===== src/rtl/mem_port_arbiter.sv =====
// mem_port_arbiter
//   Shares one line-granular main_mem port between two cache requesters
//   (port 0 = D-cache, port 1 = I-cache). A request seen in IDLE is latched
//   (op, address, write line), replayed to main_mem from the latched copy while
//   BUSY, and the main_mem grant is routed back to the owning port together
//   with a registered copy of the read line. Ties are broken round-robin.
//
// Ports
//   clk, rst                      clock, asynchronous active-high reset
//   pK_rd_req / pK_wr_req         port K line read / write request (held until gnt)
//   pK_addr                       port K line address
//   pK_wr_line                    port K write line
//   pK_rd_line                    port K registered read line
//   pK_gnt                        port K transaction done, 1-cycle pulse
//   mem_rd_req / mem_wr_req       request to main_mem
//   mem_addr / mem_wr_line        address / write data to main_mem
//   mem_rd_line / mem_gnt         read data / grant from main_mem
//   p0_grant_cnt / p1_grant_cnt   completed transactions per port (wrapping)
module mem_port_arbiter #(
    parameter int LINE_ADDR_LEN = 3,
    parameter int ADDR_LEN      = 9,
    parameter int CNT_WIDTH     = 32
) (
    input  logic                                  clk,
    input  logic                                  rst,
    input  logic                                  p0_rd_req,
    input  logic                                  p0_wr_req,
    input  logic [ADDR_LEN-1:0]                   p0_addr,
    input  logic [32*(2**LINE_ADDR_LEN)-1:0]      p0_wr_line,
    output logic [32*(2**LINE_ADDR_LEN)-1:0]      p0_rd_line,
    output logic                                  p0_gnt,
    input  logic                                  p1_rd_req,
    input  logic                                  p1_wr_req,
    input  logic [ADDR_LEN-1:0]                   p1_addr,
    input  logic [32*(2**LINE_ADDR_LEN)-1:0]      p1_wr_line,
    output logic [32*(2**LINE_ADDR_LEN)-1:0]      p1_rd_line,
    output logic                                  p1_gnt,
    output logic                                  mem_rd_req,
    output logic                                  mem_wr_req,
    output logic [ADDR_LEN-1:0]                   mem_addr,
    output logic [32*(2**LINE_ADDR_LEN)-1:0]      mem_wr_line,
    input  logic [32*(2**LINE_ADDR_LEN)-1:0]      mem_rd_line,
    input  logic                                  mem_gnt,
    output logic [CNT_WIDTH-1:0]                  p0_grant_cnt,
    output logic [CNT_WIDTH-1:0]                  p1_grant_cnt
);

    localparam int LINE_W = 32 * (2 ** LINE_ADDR_LEN);

    typedef enum logic {IDLE, BUSY} state_t;

    state_t              state_q;
    logic                last_owner_q;
    logic                owner_q;
    logic                op_wr_q;
    logic [ADDR_LEN-1:0] addr_q;
    logic [LINE_W-1:0]   wr_line_q;

    // Per-port views so the datapath below can be generated per port.
    logic [1:0]          req;
    logic [1:0]          wr_sel;
    logic [ADDR_LEN-1:0] addr_in   [2];
    logic [LINE_W-1:0]   line_in   [2];
    logic [LINE_W-1:0]   rd_line_q [2];
    logic [CNT_WIDTH-1:0] cnt_q    [2];
    logic [1:0]          gnt;

    assign req[0]     = p0_rd_req | p0_wr_req;
    assign req[1]     = p1_rd_req | p1_wr_req;
    assign wr_sel[0]  = p0_wr_req;   // write wins when both rd and wr are set
    assign wr_sel[1]  = p1_wr_req;
    assign addr_in[0] = p0_addr;
    assign addr_in[1] = p1_addr;
    assign line_in[0] = p0_wr_line;
    assign line_in[1] = p1_wr_line;

    // Winner: a lone requester wins; on a tie the port that did not own the
    // previous transaction wins.
    logic win_d;
    always_comb begin
        win_d = 1'b0;
        if (req[0] && req[1]) begin
            win_d = ~last_owner_q;
        end else begin
            win_d = req[1];
        end
    end

    logic busy;
    logic done;
    assign busy = (state_q == BUSY);
    assign done = busy & mem_gnt;

    always_ff @(posedge clk or posedge rst) begin
        if (rst) begin
            state_q      <= IDLE;
            last_owner_q <= 1'b1;
            owner_q      <= 1'b0;
            op_wr_q      <= 1'b0;
            addr_q       <= '0;
            wr_line_q    <= '0;
        end else begin
            case (state_q)
                IDLE: begin
                    if (|req) begin
                        owner_q      <= win_d;
                        last_owner_q <= win_d;
                        op_wr_q      <= wr_sel[win_d];
                        addr_q       <= addr_in[win_d];
                        wr_line_q    <= line_in[win_d];
                        state_q      <= BUSY;
                    end
                end
                BUSY: begin
                    if (mem_gnt) begin
                        state_q <= IDLE;
                    end
                end
                default: state_q <= IDLE;
            endcase
        end
    end

    // main_mem side is driven only from the latched transaction.
    assign mem_rd_req  = busy & ~op_wr_q;
    assign mem_wr_req  = busy & op_wr_q;
    assign mem_addr    = busy ? addr_q : '0;
    assign mem_wr_line = busy ? wr_line_q : '0;

    genvar gi;
    generate
        for (gi = 0; gi < 2; gi++) begin : g_port
            assign gnt[gi] = done & (owner_q == gi[0]);

            always_ff @(posedge clk or posedge rst) begin
                if (rst) begin
                    rd_line_q[gi] <= '0;
                    cnt_q[gi]     <= '0;
                end else if (gnt[gi]) begin
                    if (!op_wr_q) begin
                        rd_line_q[gi] <= mem_rd_line;
                    end
                    cnt_q[gi] <= cnt_q[gi] + {{(CNT_WIDTH-1){1'b0}}, 1'b1};
                end
            end
        end
    endgenerate

    assign p0_gnt       = gnt[0];
    assign p1_gnt       = gnt[1];
    assign p0_rd_line   = rd_line_q[0];
    assign p1_rd_line   = rd_line_q[1];
    assign p0_grant_cnt = cnt_q[0];
    assign p1_grant_cnt = cnt_q[1];

endmodule

===== config.mk =====
export PLATFORM = sky130hd
export DESIGN_NAME = mem_port_arbiter
export DESIGN_NICKNAME = d
export VERILOG_FILES = /design/src/rtl/mem_port_arbiter.sv
export SDC_FILE = /design/constraint.sdc
export NUM_CORES = 2
export LEC_CHECK = 0
export CAP_MARGIN = 5
export CORE_AREA = 3 3 628 630
export CTS_BUF_LIST = sky130_fd_sc_hd__clkbuf_4
export DETAILED_ROUTE_END_ITERATION = 8
export DIE_AREA = 0 0 631 633
export GPL_TIMING_DRIVEN = 0
export PLACE_DENSITY = 0.37
export SYNTH_ARGS = -nofsm -noshare
export SYNTH_HDL_FRONTEND = slang
export SYNTH_SLANG_ARGS = --single-unit

===== constraint.sdc =====
create_clock -name clk -period 38.3 [get_ports clk]
set_input_delay 7.66 -clock clk [delete_from_list [all_inputs] [get_ports clk]]
set_output_delay 7.66 -clock clk [all_outputs]
set_load 0.01 [all_outputs]

Yosys cells after proc, flatten, opt, wreduce, memory -nomap -nowiden
Cells that the tools add are included.
Storage, ports and cells
  register bits after elaboration: 845
  input port bits: 793
  word-level logic and storage cells: 45
  output and inout bits: 845
Cells by class
  bitwise logic cells: 12
  reduce and logical (&&, ||, !) cells: 5
  add/sub/neg operators: 2
  mux-type cells: 14
  magnitude comparators: 2
Operators with widths (number)
  256-bit 2-to-1 mux: 4
  32-bit by 1-bit adder with 32-bit output (second input constant): 2
  9-bit 2-to-1 mux: 4
  2-bit AND reduction: 3
  1-bit AND: 5
  1-bit 2-to-1 mux: 5
  1-bit inverter: 4
  2-bit greater-or-equal comparator (second input constant): 1
  1-bit by 2-bit less-than comparator with 1-bit output (second input constant): 1
  1-bit inverter with 2-bit output: 1
  1-bit bitwise OR: 2
  1-bit case mux with 2 select lines: 1
  2-bit OR reduction: 1
  1-bit logical AND: 1

Longest topological paths before layout
  depth in word-level cells: 7
  gate-level depth with buffers: 7
  gate-level depth less buffers: 6

Worst setup path before layout
OpenSTA, ideal clock, no wires.
  kind: input to output
  start: in mem_gnt
  end: out p0_gnt
  data arrival time: 7945 ps
  stages: 2
  path slack: 22695 ps
  path buffers: 1
  data required time: 30640 ps
  path through: and3b_1 -> buf_2
Between the ends
  cells in the longest elaborated chain, start to end: 2
RTL lines
  start, declared: line 43  | input logic mem_gnt,
  1-bit AND: line 92  | assign done = busy & mem_gnt;
  1-bit AND: line 133  | assign gnt[gi] = done & (owner_q == gi[0]);
  end, declared: line 31  | output logic p0_gnt,
No other way between the ends.

Final worst setup path
  start: in mem_gnt
  end: out p1_gnt
Between the ends
  cells in the longest elaborated chain, start to end: 2
RTL lines
  1-bit AND: line 92
  1-bit AND: line 133
  end, declared: line 37  | output logic p1_gnt,
No other way between the ends.

==> metrics.txt <==
Final nets=5530; Worst Hold Class=flip-flop to flip-flop; Sw Share=36.3%; Hold WS=0.472 ns; Worst Tran Pin Value=1.09 ns; worst-path fanout max=6; FFs w/ async S/R, synth=100%; Worst Skew=0.138 ns; endpoints failing hold=0; via count=32000; setup bufs post-CTS=0; Pwr Total=4.13 mW; setup violators final=0; sw power=1.50 mW; CORE AREA=389000 um^2; number of DRC markers in iteration 0=1291; commonest non-fill, non-tap cell in the layout=clkdlybuf4s50_1; top-area cell type share of the netlist area=59.1%; Worst Path Required=30.64 ns; most used cell, CP=clkdlybuf4s50_1; max_slew headroom=27.5%; power per cell area=65.9 nW/um^2; Pre-antenna DRT Iters=5; layout cell share with drive strength beyond 1=16.2%; max-capacitance violation count=0; io pins=1638; Port Buffers=1637; die area=399000 um^2; Area contributors post-synth=dfrtp_1, mux2_1, mux2i_1; crit path launch type=primary input; Antenna Nets Post-Route=0; most frequent cells in the layout=clkdlybuf4s50_1, dfrtp_1, clkbuf_4; WHS Path Cells=2; first-pass GRT wire length=381000 um; syn_nets=3597; grt ovf=0; clock sink count=845; Avg Cell Area, Syn=12.8 um^2; cts repair resizes=0; Die Width=631 um; Routed Wire Length=304000 um; Arr. time, crit path=9.28 ns; Area growth, synth to finish=75.0%; largest net degree at the start of global routing=120; Slowest cell on crit path=clkdlybuf4s50_1; Post-synth EDFFs=0; fin crit period=16.94 ns; status=completed; initial core utilization=9.19%; placer congestion estimate=0.969; cell-by-cell trace of the critical path=clkdlybuf4s50_1, and3_1, buf_2, clkdlybuf4s50_1; mapped cell area=35800 um^2; Reg power frac=34.7%; Netlist cell types=39; Die H=633 um; Worst R2R Path Depth=5; CP Class=primary input to output port; CTS tree=yes; RSZ-0062 raised after global routing=false; hold path start=wr_line_q[112]; fin area=62600 um^2; Tot GR Track Use=14.7%; critical path's largest stage delay=0.64 ns; predominant post-synthesis flop cell=dfrtp_1; worst r2r src=owner_q; Yosys reg bits=845; H-tree levels=5; initial antenna violation count=209; power share of the clock group=24.2%; largest area contributor in the synthesized netlist=dfrtp_1; vias in the first global route=34100; post-synthesis sequential area ratio=59.1%; Clock Latency Late Sink=1.30 ns; crit end category=output port; max-slew violation count=0; leakage=25.2 nW; DRC=0; Int Pwr=2.63 mW; maximum clock rate=0.0590 GHz; Worst setup startpoint=mem_gnt; Post-CTS Hold Fix Bufs=0; combinational power share=41.1%; clock slew at reported path FFs=0.05 ns; CTS Buffer Depth=4; wire per inst=29.9 um; clock root buffer=clkbuf_4; Vias/cell=3.14; Max IR drop VDD=0.0200 mV; Detailed Place HPWL=264000 um; number of cell rows=229; CTS buffer count=285; cells after synthesis=2802; utilization after layout=16.1%; placed cell area=58900 um^2; Yosys warning count=0; Fillers=43600; Final period util=44.2%
==> sequential cells by signal (all words and copies together) (netlist names) <==
name          cells
p1_grant_cnt     32
p0_rd_line      256
op_wr_q           1
p1_rd_line      256
last_owner_q      1
wr_line_q       256
owner_q           1
busy              1
addr_q            9
p0_grant_cnt     32
==> final cells by class <==
cell class	count	area, um^2	share of cell area [%]
buffer	180	833	1.33
antenna	68	170	0.272
sequential	845	21100	33.8
multi-input combinational	1770	13800	22.0
timing repair buffer	1646	16600	26.6
clock inverter	58	442	0.706
clock buffer	410	3080	4.92
inverter	7	33.8	0.0540
tap	5197	6500	10.4
==> cell usage after synthesis, types with 7 or more instances <==
master    number
dfrtp_1      844
o21ai_0      269
mux2_2       215
nand4_1       17
xor2_1        13
and3_1        11
inv_1          7
clkbuf_1      59
nand2_1      292
and2_1       267
xnor2_1       49
nand3_1       21
mux2i_1      265
buf_2        119
mux2_1       299
nor2_1        18
==> worst paths after layout <==
kind                                   endpoint  slack (ns)
worst max-delay path                     p1_gnt       21.36
worst min-delay path             wr_line_q[112]        0.47
worst max register to register  p0_rd_line[157]       34.95
worst min register to register   wr_line_q[112]        0.47
max in group asynchronous        wr_line_q[112]       29.22
min in group asynchronous        p0_rd_line[84]        6.89
==> per-layer routing <==
layer  up-vias  track usage [%]  routed length [um]
met2      1545             28.2              166000
met1     16000             14.0               99600
met4       108             5.51               12600
met3       636             5.53               26000
met5         -                0                 703
li1      13700                -                   -
==> kinds of logic (layout without fill, tap and decap cells) <==
kind of cell | after synthesis | count (layout) | synth area share, %
buffers and inverters | 187 | 2301 | 2.40
xor gates and xnor gates | 62 | 62 | 1.52
adders and majority gates | 2 | 2 | 0.0700
other | 0 | 68 | 0
AOI/OAI and AO/OA | 273 | 273 | 3.83
muxes | 779 | 779 | 23.6
DFF | 845 | 845 | 59.1
and+or+nand+nor | 654 | 654 | 9.46
==> stage by stage <==
step | setup slack [ns] | instances | setup TNS [ns]
after global routing | 21.34 | 10200 | 0
after global placement | -6.71 | 9636 | -5274.11
after CTS | 21.36 | 10100 | 0
after detailed placement | 21.37 | 9645 | 0
after floorplan | 6.90 | 2802 | 0
final | 21.36 | 10200 | 0
==> power by group through the flow <==
stage	Sequential (mW)	Clock [mW]	Combinational, mW
final	1.43	1.00	1.69
after global routing	1.48	1.11	1.79
after CTS	1.44	1.07	1.77
after detailed placement	1.45	0	1.76
after global placement	1.45	0	1.76
after floorplan	1.53	0	0.418
==> worst max-delay path: cells and delay by family <==
family                 cells  cell delay [ns]
buffers and inverters      3             1.42
and+or+nand+nor            1             0.19
Power figures use the tool's default switching activity.
